**src/rtl/mem_port_arbiter_pkg.sv**
```systemverilog
// Shared types and constants for the fetch/data memory-port arbiter.
package mem_arb_pkg;

    // Transaction phases of the single-outstanding memory port.
    typedef enum logic [1:0] {
        IDLE  = 2'd0,
        ISSUE = 2'd1,
        WAIT  = 2'd2,
        RESP  = 2'd3
    } state_t;

    // Which requester currently owns the memory port.
    typedef enum logic {
        FETCH = 1'b0,
        DATA  = 1'b1
    } owner_t;

    // All-ones byte-enable pattern; sliced down to the actual enable width.
    localparam int BE_MAX_W = 64;
    localparam logic [BE_MAX_W-1:0] BE_ALL = '1;

endpackage

```
**src/rtl/mem_port_arbiter_if.sv**
```systemverilog
// Requester-side and memory-side signals of the arbiter, bundled as one bus.
interface mem_port_arbiter_if #(
    parameter int ADDRESS_WIDTH = 32,
    parameter int DATA_WIDTH    = 32
);
    localparam int BE_W = DATA_WIDTH / 8;

    // Instruction-fetch requester
    logic                     if_req;
    logic [ADDRESS_WIDTH-1:0] if_addr;
    logic                     if_rvalid;
    logic [DATA_WIDTH-1:0]    if_rdata;

    // Load/store requester
    logic                     d_req;
    logic                     d_we;
    logic [ADDRESS_WIDTH-1:0] d_addr;
    logic [DATA_WIDTH-1:0]    d_wdata;
    logic [BE_W-1:0]          d_be;
    logic                     d_rvalid;
    logic [DATA_WIDTH-1:0]    d_rdata;

    // Status back to the CPU
    logic                     err;
    logic                     cpu_stall;

    // External memory port
    logic                     mem_req;
    logic                     mem_we;
    logic [ADDRESS_WIDTH-1:0] mem_addr;
    logic [DATA_WIDTH-1:0]    mem_wdata;
    logic [BE_W-1:0]          mem_be;
    logic                     mem_gnt;
    logic                     mem_rvalid;
    logic [DATA_WIDTH-1:0]    mem_rdata;

    // Arbiter view
    modport slave (
        input  if_req, if_addr, d_req, d_we, d_addr, d_wdata, d_be,
               mem_gnt, mem_rvalid, mem_rdata,
        output if_rvalid, if_rdata, d_rvalid, d_rdata, err, cpu_stall,
               mem_req, mem_we, mem_addr, mem_wdata, mem_be
    );

    // Environment view: requesters plus memory
    modport master (
        output if_req, if_addr, d_req, d_we, d_addr, d_wdata, d_be,
               mem_gnt, mem_rvalid, mem_rdata,
        input  if_rvalid, if_rdata, d_rvalid, d_rdata, err, cpu_stall,
               mem_req, mem_we, mem_addr, mem_wdata, mem_be
    );

endinterface

```
**src/rtl/mem_arb_timer.sv**
```systemverilog
// Transaction watchdog: counts cycles spent waiting on memory and flags expiry.
module mem_arb_timer #(
    parameter int TIMEOUT_CYCLES = 16
) (
    input  logic clk,
    input  logic rst,
    input  logic clr_i,
    input  logic en_i,
    output logic expired_o
);
    localparam int CW = $clog2(TIMEOUT_CYCLES);

    logic [CW-1:0] cnt_q;
    logic [CW-1:0] cnt_d;

    assign expired_o = (cnt_q == CW'(TIMEOUT_CYCLES - 1));

    // Clear wins over count; hold at the expiry value so the count never wraps.
    always_comb begin
        cnt_d = cnt_q;
        if (clr_i) begin
            cnt_d = '0;
        end else if (en_i && !expired_o) begin
            cnt_d = cnt_q + 1'b1;
        end
    end

    // Counter register with synchronous active-low reset.
    always_ff @(posedge clk) begin
        if (!rst) begin
            cnt_q <= '0;
        end else begin
            cnt_q <= cnt_d;
        end
    end

endmodule

```
**src/rtl/mem_port_arbiter.sv**
```systemverilog
// Shares one memory port between instruction fetch and load/store, one
// transaction at a time, alternating priority on contention.
module mem_port_arbiter
    import mem_arb_pkg::*;
#(
    parameter int ADDRESS_WIDTH  = 32,
    parameter int DATA_WIDTH     = 32,
    parameter int TIMEOUT_CYCLES = 16
) (
    input logic               clk,
    input logic               rst,
    mem_port_arbiter_if.slave bus
);
    localparam int BE_W = DATA_WIDTH / 8;

    state_t                   state_q, state_d;
    owner_t                   owner_q, owner_d;
    owner_t                   last_owner_q, last_owner_d;
    owner_t                   winner;

    logic                     mem_req_q, mem_req_d;
    logic                     mem_we_q, mem_we_d;
    logic [ADDRESS_WIDTH-1:0] mem_addr_q, mem_addr_d;
    logic [DATA_WIDTH-1:0]    mem_wdata_q, mem_wdata_d;
    logic [BE_W-1:0]          mem_be_q, mem_be_d;

    logic                     if_rvalid_q, if_rvalid_d;
    logic                     d_rvalid_q, d_rvalid_d;
    logic                     err_q, err_d;
    logic [DATA_WIDTH-1:0]    if_rdata_q, if_rdata_d;
    logic [DATA_WIDTH-1:0]    d_rdata_q, d_rdata_d;

    logic                     finish;
    logic                     finish_err;
    logic [DATA_WIDTH-1:0]    finish_data;

    logic                     timer_clr;
    logic                     timer_en;
    logic                     timer_expired;

    mem_arb_timer #(
        .TIMEOUT_CYCLES(TIMEOUT_CYCLES)
    ) u_timer (
        .clk      (clk),
        .rst      (rst),
        .clr_i    (timer_clr),
        .en_i     (timer_en),
        .expired_o(timer_expired)
    );

    assign timer_en  = (state_q == ISSUE) || (state_q == WAIT);
    assign timer_clr = (state_q == IDLE) && (bus.if_req || bus.d_req);

    // Pick the requester to serve: a sole requester wins, a tie goes to whoever was not served last.
    always_comb begin
        winner = FETCH;
        if (bus.if_req && bus.d_req) begin
            winner = (last_owner_q == FETCH) ? DATA : FETCH;
        end else if (bus.d_req) begin
            winner = DATA;
        end
    end

    // Next-state and next-output logic of the transaction FSM.
    always_comb begin
        state_d      = state_q;
        owner_d      = owner_q;
        last_owner_d = last_owner_q;
        mem_req_d    = mem_req_q;
        mem_we_d     = mem_we_q;
        mem_addr_d   = mem_addr_q;
        mem_wdata_d  = mem_wdata_q;
        mem_be_d     = mem_be_q;
        if_rvalid_d  = 1'b0;
        d_rvalid_d   = 1'b0;
        err_d        = 1'b0;
        if_rdata_d   = if_rdata_q;
        d_rdata_d    = d_rdata_q;
        finish       = 1'b0;
        finish_err   = 1'b0;
        finish_data  = '0;

        case (state_q)
            IDLE: begin
                if (bus.if_req || bus.d_req) begin
                    owner_d   = winner;
                    mem_req_d = 1'b1;
                    state_d   = ISSUE;
                    if (winner == FETCH) begin
                        mem_we_d    = 1'b0;
                        mem_addr_d  = bus.if_addr;
                        mem_wdata_d = '0;
                        mem_be_d    = BE_ALL[BE_W-1:0];
                    end else begin
                        mem_we_d    = bus.d_we;
                        mem_addr_d  = bus.d_addr;
                        mem_wdata_d = bus.d_wdata;
                        mem_be_d    = bus.d_be;
                    end
                end
            end
            ISSUE: begin
                // A response arriving together with the grant is not a response yet.
                if (timer_expired) begin
                    finish     = 1'b1;
                    finish_err = 1'b1;
                end else if (bus.mem_gnt) begin
                    mem_req_d = 1'b0;
                    state_d   = WAIT;
                end
            end
            WAIT: begin
                // A real response beats a simultaneous timeout.
                if (bus.mem_rvalid) begin
                    finish      = 1'b1;
                    finish_data = bus.mem_rdata;
                end else if (timer_expired) begin
                    finish     = 1'b1;
                    finish_err = 1'b1;
                end
            end
            RESP: begin
                last_owner_d = owner_q;
                state_d      = IDLE;
            end
            default: begin
                state_d = IDLE;
            end
        endcase

        if (finish) begin
            state_d   = RESP;
            mem_req_d = 1'b0;
            err_d     = finish_err;
            if (owner_q == FETCH) begin
                if_rvalid_d = 1'b1;
                if_rdata_d  = finish_data;
            end else begin
                d_rvalid_d = 1'b1;
                d_rdata_d  = finish_data;
            end
        end
    end

    // State and output registers; reset abandons any in-flight transaction.
    always_ff @(posedge clk) begin
        if (!rst) begin
            state_q      <= IDLE;
            owner_q      <= FETCH;
            last_owner_q <= FETCH;
            mem_req_q    <= 1'b0;
            mem_we_q     <= 1'b0;
            mem_addr_q   <= '0;
            mem_wdata_q  <= '0;
            mem_be_q     <= '0;
            if_rvalid_q  <= 1'b0;
            d_rvalid_q   <= 1'b0;
            err_q        <= 1'b0;
            if_rdata_q   <= '0;
            d_rdata_q    <= '0;
        end else begin
            state_q      <= state_d;
            owner_q      <= owner_d;
            last_owner_q <= last_owner_d;
            mem_req_q    <= mem_req_d;
            mem_we_q     <= mem_we_d;
            mem_addr_q   <= mem_addr_d;
            mem_wdata_q  <= mem_wdata_d;
            mem_be_q     <= mem_be_d;
            if_rvalid_q  <= if_rvalid_d;
            d_rvalid_q   <= d_rvalid_d;
            err_q        <= err_d;
            if_rdata_q   <= if_rdata_d;
            d_rdata_q    <= d_rdata_d;
        end
    end

    assign bus.mem_req   = mem_req_q;
    assign bus.mem_we    = mem_we_q;
    assign bus.mem_addr  = mem_addr_q;
    assign bus.mem_wdata = mem_wdata_q;
    assign bus.mem_be    = mem_be_q;
    assign bus.if_rvalid = if_rvalid_q;
    assign bus.if_rdata  = if_rdata_q;
    assign bus.d_rvalid  = d_rvalid_q;
    assign bus.d_rdata   = d_rdata_q;
    assign bus.err       = err_q;
    assign bus.cpu_stall = (bus.if_req & ~if_rvalid_q) | (bus.d_req & ~d_rvalid_q);

endmodule

```
**src/flat_wrapper.sv**
```systemverilog
// flat-port wrapper written by rule: the top's interface ports become plain ports
module mem_port_arbiter_flat import mem_arb_pkg::*;
#(
    parameter int ADDRESS_WIDTH  = 32,
    parameter int DATA_WIDTH     = 32,
    parameter int TIMEOUT_CYCLES = 16
)
  (clk, rst, bus_if_req, bus_if_addr, bus_d_req, bus_d_we, bus_d_addr, bus_d_wdata, bus_d_be, bus_mem_gnt, bus_mem_rvalid, bus_mem_rdata, bus_if_rvalid, bus_if_rdata, bus_d_rvalid, bus_d_rdata, bus_err, bus_cpu_stall, bus_mem_req, bus_mem_we, bus_mem_addr, bus_mem_wdata, bus_mem_be);
  mem_port_arbiter_if #(.ADDRESS_WIDTH(ADDRESS_WIDTH), .DATA_WIDTH(DATA_WIDTH)) bus_i ();
  input logic clk;
  input logic rst;
  input wire logic [$bits(bus_i.if_req)-1:0] bus_if_req;
  input wire logic [$bits(bus_i.if_addr)-1:0] bus_if_addr;
  input wire logic [$bits(bus_i.d_req)-1:0] bus_d_req;
  input wire logic [$bits(bus_i.d_we)-1:0] bus_d_we;
  input wire logic [$bits(bus_i.d_addr)-1:0] bus_d_addr;
  input wire logic [$bits(bus_i.d_wdata)-1:0] bus_d_wdata;
  input wire logic [$bits(bus_i.d_be)-1:0] bus_d_be;
  input wire logic [$bits(bus_i.mem_gnt)-1:0] bus_mem_gnt;
  input wire logic [$bits(bus_i.mem_rvalid)-1:0] bus_mem_rvalid;
  input wire logic [$bits(bus_i.mem_rdata)-1:0] bus_mem_rdata;
  output wire logic [$bits(bus_i.if_rvalid)-1:0] bus_if_rvalid;
  output wire logic [$bits(bus_i.if_rdata)-1:0] bus_if_rdata;
  output wire logic [$bits(bus_i.d_rvalid)-1:0] bus_d_rvalid;
  output wire logic [$bits(bus_i.d_rdata)-1:0] bus_d_rdata;
  output wire logic [$bits(bus_i.err)-1:0] bus_err;
  output wire logic [$bits(bus_i.cpu_stall)-1:0] bus_cpu_stall;
  output wire logic [$bits(bus_i.mem_req)-1:0] bus_mem_req;
  output wire logic [$bits(bus_i.mem_we)-1:0] bus_mem_we;
  output wire logic [$bits(bus_i.mem_addr)-1:0] bus_mem_addr;
  output wire logic [$bits(bus_i.mem_wdata)-1:0] bus_mem_wdata;
  output wire logic [$bits(bus_i.mem_be)-1:0] bus_mem_be;
  assign bus_i.if_req = bus_if_req;
  assign bus_i.if_addr = bus_if_addr;
  assign bus_i.d_req = bus_d_req;
  assign bus_i.d_we = bus_d_we;
  assign bus_i.d_addr = bus_d_addr;
  assign bus_i.d_wdata = bus_d_wdata;
  assign bus_i.d_be = bus_d_be;
  assign bus_i.mem_gnt = bus_mem_gnt;
  assign bus_i.mem_rvalid = bus_mem_rvalid;
  assign bus_i.mem_rdata = bus_mem_rdata;
  assign bus_if_rvalid = bus_i.if_rvalid;
  assign bus_if_rdata = bus_i.if_rdata;
  assign bus_d_rvalid = bus_i.d_rvalid;
  assign bus_d_rdata = bus_i.d_rdata;
  assign bus_err = bus_i.err;
  assign bus_cpu_stall = bus_i.cpu_stall;
  assign bus_mem_req = bus_i.mem_req;
  assign bus_mem_we = bus_i.mem_we;
  assign bus_mem_addr = bus_i.mem_addr;
  assign bus_mem_wdata = bus_i.mem_wdata;
  assign bus_mem_be = bus_i.mem_be;
  mem_port_arbiter #(.ADDRESS_WIDTH(ADDRESS_WIDTH), .DATA_WIDTH(DATA_WIDTH), .TIMEOUT_CYCLES(TIMEOUT_CYCLES)) u_core (.clk(clk), .rst(rst), .bus(bus_i));
endmodule
```
**config.mk**
```make
export PLATFORM = sky130hd
export DESIGN_NAME = mem_port_arbiter_flat
export DESIGN_NICKNAME = d
export VERILOG_FILES = /design/src/rtl/mem_port_arbiter_pkg.sv /design/src/rtl/mem_port_arbiter_if.sv /design/src/rtl/mem_arb_timer.sv /design/src/rtl/mem_port_arbiter.sv /design/src/flat_wrapper.sv
export SDC_FILE = /design/constraint.sdc
export NUM_CORES = 1
export LEC_CHECK = 0
export ABC_AREA = 1
export BUFFER_PORTS_ARGS = -buffer_cell sky130_fd_sc_hd__buf_2
export CORE_MARGIN = 2
export CORE_UTILIZATION = 46
export DETAILED_ROUTE_END_ITERATION = 12
export PLACE_DENSITY = 0.76
export SKIP_LAST_GASP = 1
export SLEW_MARGIN = 20
export SYNTH_ARGS = -nofsm -noshare
export SYNTH_HDL_FRONTEND = slang
export SYNTH_SLANG_ARGS = --single-unit
```
**constraint.sdc**
```tcl
create_clock -name clk -period 2.2 [get_ports clk]
set_input_delay 0.44 -clock clk [delete_from_list [all_inputs] [get_ports clk]]
set_output_delay 0.44 -clock clk [all_outputs]
set_load 0.02 [all_outputs]
```
==> metrics.md <==
| Metric | Value |
|---|---|
| Max-slew violation count | `0` |
| Number of diodes | `0` |
| Cell with the largest stage delay on the worst path | `sky130_fd_sc_hd__dfxtp_1` |
| Avg Inst Size Synth | `between 7 and 8 µm²` |
| Total power of the final layout | `7.72 mW` |
| # setup viols final | `0` |
| Clock network latency to the later pin of the worst-skew pair | `about 0.41 ns` |
| Estimated wirelength of the detail-placed design | `approximately 12000 µm` |
| Crit. End Element | `flip-flop` |
| Combinational share of power | `0.248` |
| Number of buffer cells added on primary ports | `~280` |
| Share of Yosys cell area claimed by the top area cell type | `0.498` |
| # rows | `41` |
| Most common cell in the netlist | `sky130_fd_sc_hd__nor2_1` |
| Share of async-settable or async-resettable flops after synthesis | `0` |
| Final GP Congestion | `0.791` |
| Layout cells sized above 1 | `0.345` |
| Layout-stage area growth over the synthesis result | `34.2%` |
| Number of synthesized flops with an enable pin | `0` |
| Overall global routing resource usage | `0.236` |
| Seq/Total Area, Yosys | `0.498` |
| Global-route wire length before repair | `25100 µm` |
| TritonCTS clock tree | `yes` |
| Layout Cells excl Fill | `about 1200` |
| Leakage Power | `4.29 nW` |
| Max VDD drop | `564 µV` |
| Max Freq | `just under 500 MHz` |
| Cell occurring most often along the worst timing path | `sky130_fd_sc_hd__nor2_2` |
| Proportion of power drawn by flip-flops and latches | `0.410` |
| TritonRoute pass-1 iters | `4` |
| Post-place instance area | `0.00727 mm²` |
| Final hold violations | `0` |
| Data required, critical path | `2.50 ns` |
| Gr ovfl total | `0` |
| Share of the clock period used by the worst path after layout | `0.928` |
| Post-synth top area cell | `sky130_fd_sc_hd__dfxtp_1` |
| YS warnings | `0` |
| Crit-path leading delay family | `simple AND/OR/NAND/NOR gates` |
| Detailed router's first-iteration violation count | `284` |
| Combined area of all synthesized cells | `between 0.005 and 0.006 mm²` |
| Htree depth | `4` |
| Initial antenna violation count | `0` |
| Post-detailed-route count of antenna-violating nets | `0` |
| Hold bufs inserted after CTS | `0` |
| Die span in y | `between 100 and 150 µm` |
| Post-detailed-route wirelength per cell | `13.5 µm` |
| Depth of the most critical reg-to-reg path | `9` |
| Data arrival at the endpoint of the critical path | `~2.4 ns` |
| Vias in the first global route | `5193` |
| CTS resizes | `0` |
| Number of ports placed on the die boundary | `between 200 and 300` |
| Cell area after layout | `0.00782 mm²` |
| Net switching component of the power | `2.49 mW` |
| Type of the worst setup path | `reg2reg` |
| Total number of cells along the worst setup path | `9` |
| Distinct cell type count of the synthesized netlist | `28` |
| DRT Wirelength | `16400 µm` |
| Vias per Instance | `4.66` |
| Initial core utilization | `0.466` |
| Delay contributed by the slowest stage of the critical path | `0.38 ns` |
| Leading cell types by count after synthesis | `207 x sky130_fd_sc_hd__nor2_1, 145 x sky130_fd_sc_hd__dfxtp_1, 101 x sky130_fd_sc_hd__nand2_1` |
| Vias after detailed routing | `5672` |
| Root Driver | `sky130_fd_sc_hd__clkbuf_16` |
| Clock transition at the registers of the reported paths | `~0.060 ns` |
| Area of the core region | `0.0125 mm²` |
| Post-CTS Setup Bufs | `0` |
| Maximum number of pins on one net before global-route repair | `66` |
| Net count after synthesis | `913` |
| Clock share of power | `0.342` |
| Total negative slack | `0 ns` |
| Outcome | `finished clean` |
| Cell count after synthesis | `768` |
| DIE WIDTH | `117 µm` |
| Worst Clk Skew | `0.00822 ns` |
| Switching power share of the total | `0.322` |
| Maximum fanout along the worst path | `33` |
| Number of flip-flops and latches in the synthesized netlist | `between 100 and 150` |
| Number of buffers created by CTS | `17` |
| Worst hold path class | `in2reg` |
| Die outline area | `0.0136 mm²` |
| Hold Crit Depth | `3` |
| Element type at the critical path start | `flip-flop` |
| Longest Clk Path Bufs | `2` |
| Final critical delay including setup and external delays | `2.04 ns` |
| Count of maximum capacitance violations | `0` |
| Nets@finish | `between 1000 and 1500` |
| Placed cell count | `about 1200` |
| Internal power component | `5.23 mW` |
| RSZ-0062 raised after global routing | `false` |
| Max transition margin | `0.655` |
| Most instantiated flip-flop cell in the synthesis netlist | `sky130_fd_sc_hd__dfxtp_1` |
| Number of buffers and inverters on the critical path | `3` |
| Actual slew at the worst max-slew pin | `0.518 ns` |
| Biggest area contributors in the synthesized netlist | `sky130_fd_sc_hd__dfxtp_1 50%, sky130_fd_sc_hd__nor2_1 13%, sky130_fd_sc_hd__o21ai_0 6.9%` |
| Sink count of the clock tree | `145` |
| DRC violations left | `0` |
| Cell chain of the critical path | `inv_1 -> ha_1 -> inv_2 -> nor2_2 -> nand2_4 -> nor2_8 -> inv_4 -> nor2_2 -> nor2_1` |
| PwrDens | `987 mW/mm²` |
flip-flops by register name, indices dropped and copies added (netlist names):
signal                count
u_core.last_owner_q       1
u_core.bus.mem_addr      32
u_core.u_timer.cnt_q      4
u_core.bus.mem_req        1
u_core.bus.mem_we         1
u_core.state_q            2
u_core.bus.if_rdata      32
u_core.bus.mem_wdata     32
u_core.bus.d_rdata       32
u_core.bus.d_rvalid       1
u_core.owner_q            1
u_core.bus.err            1
u_core.bus.mem_be         4
u_core.bus.if_rvalid      1
logic make-up (layout without fill, tap and decap cells):
logic type	count (synthesis)	after routing	share of synthesized area
compound gates	145	145	0.143
xor+xnor	1	1	0.00150
fa+ha+maj	6	6	0.0129
buf+inv	123	401	0.0977
flops	145	145	0.498
simple gates	348	348	0.247
worst reg2reg max path, cell delays in order (launching register included):
cell and delay [ns]:
sky130_fd_sc_hd__dfxtp_1 0.38, sky130_fd_sc_hd__inv_1 0.10, sky130_fd_sc_hd__ha_1 0.38, sky130_fd_sc_hd__inv_2 0.06, sky130_fd_sc_hd__nor2_2 0.14, sky130_fd_sc_hd__nand2_4 0.13
sky130_fd_sc_hd__nor2_8 0.27, sky130_fd_sc_hd__inv_4 0.25, sky130_fd_sc_hd__nor2_2 0.18, sky130_fd_sc_hd__nor2_1 0.06
cell usage in the layout, fill, tap and decap left out:
cell	synthesis	routed
sky130_fd_sc_hd__a21oi_1	6	6
sky130_fd_sc_hd__a21oi_2	7	7
sky130_fd_sc_hd__buf_12	0	1
sky130_fd_sc_hd__buf_2	7	276
sky130_fd_sc_hd__buf_4	1	11
sky130_fd_sc_hd__clkbuf_1	19	5
sky130_fd_sc_hd__clkbuf_16	0	17
sky130_fd_sc_hd__clkbuf_8	0	6
sky130_fd_sc_hd__clkinv_2	0	3
sky130_fd_sc_hd__clkinvlp_4	0	1
sky130_fd_sc_hd__dfxtp_1	145	145
sky130_fd_sc_hd__ha_1	6	6
sky130_fd_sc_hd__inv_1	76	76
sky130_fd_sc_hd__inv_2	3	3
sky130_fd_sc_hd__inv_4	2	2
sky130_fd_sc_hd__nand2_1	101	101
sky130_fd_sc_hd__nand2_2	1	1
sky130_fd_sc_hd__nand2_4	1	1
sky130_fd_sc_hd__nand3_1	4	4
sky130_fd_sc_hd__nand3_2	1	1
sky130_fd_sc_hd__nor2_1	207	207
sky130_fd_sc_hd__nor2_2	27	26
sky130_fd_sc_hd__nor2_4	1	2
sky130_fd_sc_hd__nor2_8	2	2
sky130_fd_sc_hd__nor3_1	2	2
sky130_fd_sc_hd__o21ai_0	80	80
sky130_fd_sc_hd__o21ai_1	19	19
sky130_fd_sc_hd__o22ai_1	1	1
sky130_fd_sc_hd__o31ai_1	32	32
sky130_fd_sc_hd__or2_2	1	1
sky130_fd_sc_hd__xnor2_1	1	1
area by class of cell:
class | instances | area [µm²]
fill | 1194 | 4690
sequential | 145 | 2900
multi-input combinational | 500 | 2360
timing repair buffer | 288 | 1480
clock buffer | 28 | 527
inverter | 81 | 309
tap | 172 | 215
clock inverter | 4 | 22.5
power by group through the flow:
stage               clock (mW)  combinational (mW)  sequential (mW)
floorplan                    0               0.854             3.60
global placement             0                1.90             3.21
detailed placement           0                1.92             3.22
CTS                       2.70                1.92             3.17
global route              2.84                2.12             3.21
finish                    2.64                1.91             3.17
layer usage:
layer	GRT usage	vias up	wire, µm
met5	0	-	0
met3	0.0716	22	1370
li1	-	2927	-
met4	0.104	0	331
met1	0.292	2504	7050
met2	0.381	219	7660
stage by stage:
stage / setup WS (ns) / hold WS, ns / utilization
after floorplan: 0.524 / 0.463 / -
after global placement: 0.257 / 0.433 / 0.581
after detailed placement: 0.170 / 0.436 / 0.581
after CTS: 0.163 / 0.241 / 0.625
after global routing: 0.0367 / 0.252 / 0.625
final: 0.159 / 0.257 / 0.625
final timing paths:
path                                        startpoint                endpoint  slack (ns)
worst max-delay path                 u_core.state_q[0]  u_core.bus.d_rdata[27]        0.16
worst min register to register  u_core.bus.mem_addr[6]  u_core.bus.mem_addr[6]        0.45
worst max register to register       u_core.state_q[0]  u_core.bus.d_rdata[27]        0.16
worst min-delay path                       bus_d_be[0]    u_core.bus.mem_be[0]        0.26
No activity file was read; power rests on OpenSTA's default activity.
